===== src/rtl/lfsr_arbiter.sv =====
// Two-requester round-robin arbiter that hands the winner a burst of words
// from a 6-bit maximal-length LFSR, one word per cycle.
module lfsr_arbiter #(
  parameter logic [5:0] SEED = 6'b000001
) (
  input  logic       clk,
  input  logic       rst,
  input  logic [1:0] req,
  input  logic [5:0] len0,
  input  logic [5:0] len1,
  output logic [1:0] gnt,
  output logic       rnd_valid,
  output logic [5:0] rnd_data,
  output logic       rnd_id,
  output logic [1:0] done,
  output logic       busy
);

  // An all-zero LFSR would lock up, so a zero seed falls back to 1.
  localparam logic [5:0] SEED_EFF = (SEED == 6'd0) ? 6'd1 : SEED;

  localparam logic ST_IDLE  = 1'b0;
  localparam logic ST_BURST = 1'b1;

  logic       state;
  logic [5:0] lfsr;
  logic       ptr;
  logic       owner;
  logic [6:0] remaining;

  logic       winner;
  logic [5:0] win_len;
  logic       last;

  // NOTE: every always_comb output gets a default first so no latch is inferred.
  always_comb begin
    winner = ptr;
    if (req == 2'b01) winner = 1'b0;
    else if (req == 2'b10) winner = 1'b1;
    win_len = winner ? len1 : len0;
  end

  assign last = (remaining == 7'd1);

  // NOTE: sequential state uses non-blocking assignments so all registers
  // update from the same pre-edge values.
  always_ff @(posedge clk or posedge rst) begin
    if (rst) begin
      state     <= ST_IDLE;
      lfsr      <= SEED_EFF;
      ptr       <= 1'b0;
      owner     <= 1'b0;
      remaining <= 7'd0;
    end else begin
      case (state)
        ST_IDLE: begin
          if (req != 2'b00) begin
            state <= ST_BURST;
            owner <= winner;
            ptr   <= ~winner;
            // A length of zero means a full 64-word burst.
            remaining <= (win_len == 6'd0) ? 7'd64 : {1'b0, win_len};
          end
        end
        ST_BURST: begin
          lfsr      <= {lfsr[4:0], lfsr[5] ^ lfsr[4]};
          remaining <= remaining - 7'd1;
          if (last) state <= ST_IDLE;
        end
        default: state <= ST_IDLE;
      endcase
    end
  end

  assign busy      = (state == ST_BURST);
  assign rnd_valid = busy;
  assign gnt       = busy ? (owner ? 2'b10 : 2'b01) : 2'b00;
  assign done      = (busy && last) ? gnt : 2'b00;
  assign rnd_data  = lfsr;
  assign rnd_id    = owner;

endmodule


===== config.mk =====
export PLATFORM = sky130hd
export DESIGN_NAME = lfsr_arbiter
export DESIGN_NICKNAME = d
export VERILOG_FILES = /design/src/rtl/lfsr_arbiter.sv
export SDC_FILE = /design/constraint.sdc
export NUM_CORES = 1
export LEC_CHECK = 0
export CAP_MARGIN = 15
export CORE_MARGIN = 4
export CORE_UTILIZATION = 45
export DETAILED_ROUTE_END_ITERATION = 8
export GPL_TIMING_DRIVEN = 0
export PLACE_DENSITY = 0.78
export RECOVER_POWER = 100
export SYNTH_ARGS = -nofsm -noshare
export SYNTH_HDL_FRONTEND = slang
export SYNTH_SLANG_ARGS = --single-unit

===== constraint.sdc =====
create_clock -name clk -period 1.9 [get_ports clk]
set_input_delay 0.19 -clock clk [delete_from_list [all_inputs] [get_ports clk]]
set_output_delay 0.19 -clock clk [all_outputs]
set_load 0.05 [all_outputs]

==> run summary <==
The flow ran to the end, and the final reports show no timing, DRC or antenna violations. The highest net fanout along the worst path is 3. The number of H-tree branching levels is 1. The CTS root buffer is sky130_fd_sc_hd__clkbuf_4. The end-of-flow core utilization came out at 64.7%. The biggest cell delay along the critical path is 0.81 ns. The overflow left after global routing came out at 0. After clock tree synthesis, the setup repair step added 0 buffers. The antenna diode instance count came out at 0. Leaving out fill and tap cells, the most frequent cells in the layout are sky130_fd_sc_hd__dfrtp_1, sky130_fd_sc_hd__clkdlybuf4s50_1, sky130_fd_sc_hd__dlygate4sd3_1, sky130_fd_sc_hd__inv_1, sky130_fd_sc_hd__nor2_1.

In the synthesized netlist the dominant register cell turns out to be sky130_fd_sc_hd__dfrtp_1. The number of global-route vias before repair came out at 831. Global routing used 18.2% of the available tracks. STA classifies the critical path startpoint as a flip-flop. The worst pin sits at a relative slew slack of 59.6%. The count of port buffers added during placement is 28. The fraction of post-synthesis cell area in the top cell type by area is 39.3%. The final setup violation count is 0. The count of routing violations after the opening detailed-route iteration came out at 10. Summing all placed instances gives a cell area of 1270 sq um. A synthesized cell averages roughly 10 sq um. The first global-routing pass estimated 3770 um of wire. The final net count is 143. The number of pins exceeding their max-slew limit in the final report came out at 0. Once detailed placement completed, the half-perimeter wirelength came to 1760 um. The slew at the pin closest to its max-slew limit came out at 0.605 ns. The critical path endpoint category is an output pin.

The routed length per instance is between 10 and 15 um. The final wirelength is around 2200 um. The total CTS buffers is 3. The width of the die came out at 54.1 um.

Relative to the synthesized area, the layout overhead comes to 34.2%. The number of flops mapped to enable cells by yosys came out at 0. The required time of the worst setup path is roughly 1.7 ns.

The region available for standard cell placement spans 1980 sq um. The total DRC errors in the routed layout came out at 0. By area the synthesized netlist is led by sky130_fd_sc_hd__dfrtp_1, sky130_fd_sc_hd__mux2i_1, sky130_fd_sc_hd__mux2_2. The final antenna-violating net count came out at 0. The min-delay analysis places its worst path in the category input pin to asynchronous set/reset pin. The setup clock skew after layout is 0.000691 ns. Static timing analysis puts the maximum clock frequency at around 540 MHz. The clock reaches the later pin of the worst-skew pair after between 0.2 and 0.3 ns. The die outline height is 54.1 um. After floorplanning, the core was divided into 16 placement rows. The category of the most critical setup path is flip-flop to output pin.

In this run the deepest clock path goes through 2 buffers. Of all flip-flops after synthesis, the portion carrying an async set or reset was between 90% and 100%. The initial antenna violation count is 0. In this run, post-CTS hold repair placed 0 buffers. The netlist area before placement is 956 sq um. The final setup TNS is 0 ns. Setup repair after global routing left no endpoint under its margin. The total non-filler cell area in the finished layout came out at 1280 sq um.

The signal on the critical path passes through clkdlybuf4s50_1. The max capacitance violation total is 0. The via density per instance is 5.52. In this run the count of I/O pins placed on the die edge is 29. The initial utilization of the core area, before any placement, comes to roughly half. Cells with a size suffix above 1 make up 15.3% of the layout.

The final RePlAce weighted congestion is 0.773. sky130_fd_sc_hd__dfrtp_1 takes more of the synthesized area than any other cell. The final hold violation count came to 0. The total number of yosys warnings is 0. The area of the die came out at 2930 sq um. The count of buffer and inverter cells on the critical path came out at 1. The part of the Yosys area used for sequential elements is between 40% and 50%. The clock sink total is 16. The number of nets in the synthesized netlist came out at 110. The count of cell types in the netlist came out at 33.

TritonCTS built the clock tree. The cell class contributing the biggest share of worst-path delay is buffers and inverters. The non-filler instance count after layout came out at 151. Entering global routing, the biggest net connects 17 pins. The final period utilization came out at 97.2%. For this run, the detailed router's first-pass iteration total came to 4.

The maximum vdd ir drop came out at 0.000845 V. The synthesized instance count is 92. The detailed-route via count came out at 834. Once placement completed, the tool counted placed cells totaling 147.

The slowest stage of the critical path belongs to the cell sky130_fd_sc_hd__clkdlybuf4s50_1. After synthesis the netlist holds a flip-flop and latch count of 16. The final critical path time including I/O delays and setup is 1.85 ns. The total power density per cell area is 1270 nW/um^2. After filler insertion, the fill cell instance count of the layout stands at ~170. The static leakage power is roughly 0.57 nW.

The CTS clock-pin slew for the worst setup and hold paths is 0.09 ns. Total power for the finished layout comes to 1.64 mW. The data arrival time of the worst path is 1.66 ns.
## path summary, 6_finish.rpt
check                                   from            to  slack [ns]  cells past startpoint
worst min-delay path                     rst   rnd_data[2]        0.41                      2
worst max register to register  remaining[2]  remaining[5]        0.17                      4
worst max-delay path             rnd_data[0]   rnd_data[0]        0.05                      1
min in group clk                 rnd_data[1]   rnd_data[1]        0.53                      1
worst min register to register   rnd_data[1]   rnd_data[1]        0.53                      1
max in group asynchronous                rst  remaining[2]        1.07                      2
## where the power goes
group / internal [mW] / switching [mW]
combinational: 0.336 / 0.483
sequential: 0.478 / 0.153
clock: 0.0815 / 0.103
total: 0.896 / 0.739
## Yosys cell counts (2+ instances only)
library cell                number
sky130_fd_sc_hd__a21oi_1         3
sky130_fd_sc_hd__and2_1          2
sky130_fd_sc_hd__buf_6           3
sky130_fd_sc_hd__dfrtp_1        15
sky130_fd_sc_hd__ha_1            2
sky130_fd_sc_hd__inv_1           7
sky130_fd_sc_hd__mux2_2          5
sky130_fd_sc_hd__mux2i_1         6
sky130_fd_sc_hd__nand2_1         6
sky130_fd_sc_hd__nand3_1         4
sky130_fd_sc_hd__nor2_1          7
sky130_fd_sc_hd__o21a_1          2
sky130_fd_sc_hd__o21ai_0         4
sky130_fd_sc_hd__o221ai_1        3
sky130_fd_sc_hd__o2bb2ai_1       2
sky130_fd_sc_hd__o32ai_1         2
sky130_fd_sc_hd__or4_1           2
sky130_fd_sc_hd__xor2_1          2
## metrics by stage
stage	setup WS (ns)	hold WS [ns]
floorplan	0.0433	0.103
global placement	-0.282	0.463
detailed placement	-0.298	0.471
CTS	0.0346	0.292
global route	0.00162	0.445
finish	0.0531	0.406
## layout make-up
type | count | area (sq um) | area share, %
multi-input cells | 65 | 502 | 39.1
plain buffers | 4 | 26.3 | 2.05
well taps | 27 | 33.8 | 2.63
clock buffers | 4 | 26.3 | 2.05
inverters | 7 | 26.3 | 2.05
flip-flops and latches | 16 | 403 | 31.4
repair buffers | 28 | 265 | 20.7
## registers in the layout, summed over array words and instances (netlist names)
signal / flops
busy: 1
remaining: 7
rnd_id: 1
ptr: 1
rnd_data: 6
## what timing repair did
item,CTS,global route
endpoints found under the setup margin,4,4
resized for setup,15,6
pin swaps,0,2
gates cloned,0,0
## cell families after synthesis
| group | after synthesis | share of synthesized area (%) |
|---|---|---|
| flops | 16 | 42.0 |
| compound gates | 21 | 16.1 |
| xor+xnor | 3 | 2.75 |
| buf+inv | 11 | 7.07 |
| fa+ha+maj | 3 | 3.66 |
| simple gates | 27 | 16.2 |
| mux | 11 | 12.2 |
## worst reg2reg max path, delay by kind of cell, from the launching register on
family	cells	cell delay, ns
AO/OA/AOI/OAI	2	0.27
flip-flops	1	0.46
AND/OR/NAND/NOR	2	0.89
## layer usage
layer	GRT usage [%]	vias to the layer above	routed length, um
met5	0	-	0
met4	3.73	0	10
met3	6.09	2	107
met2	28.8	22	1140
met1	24.1	403	955
li1	-	407	-
Power figures use the tool's default switching activity.
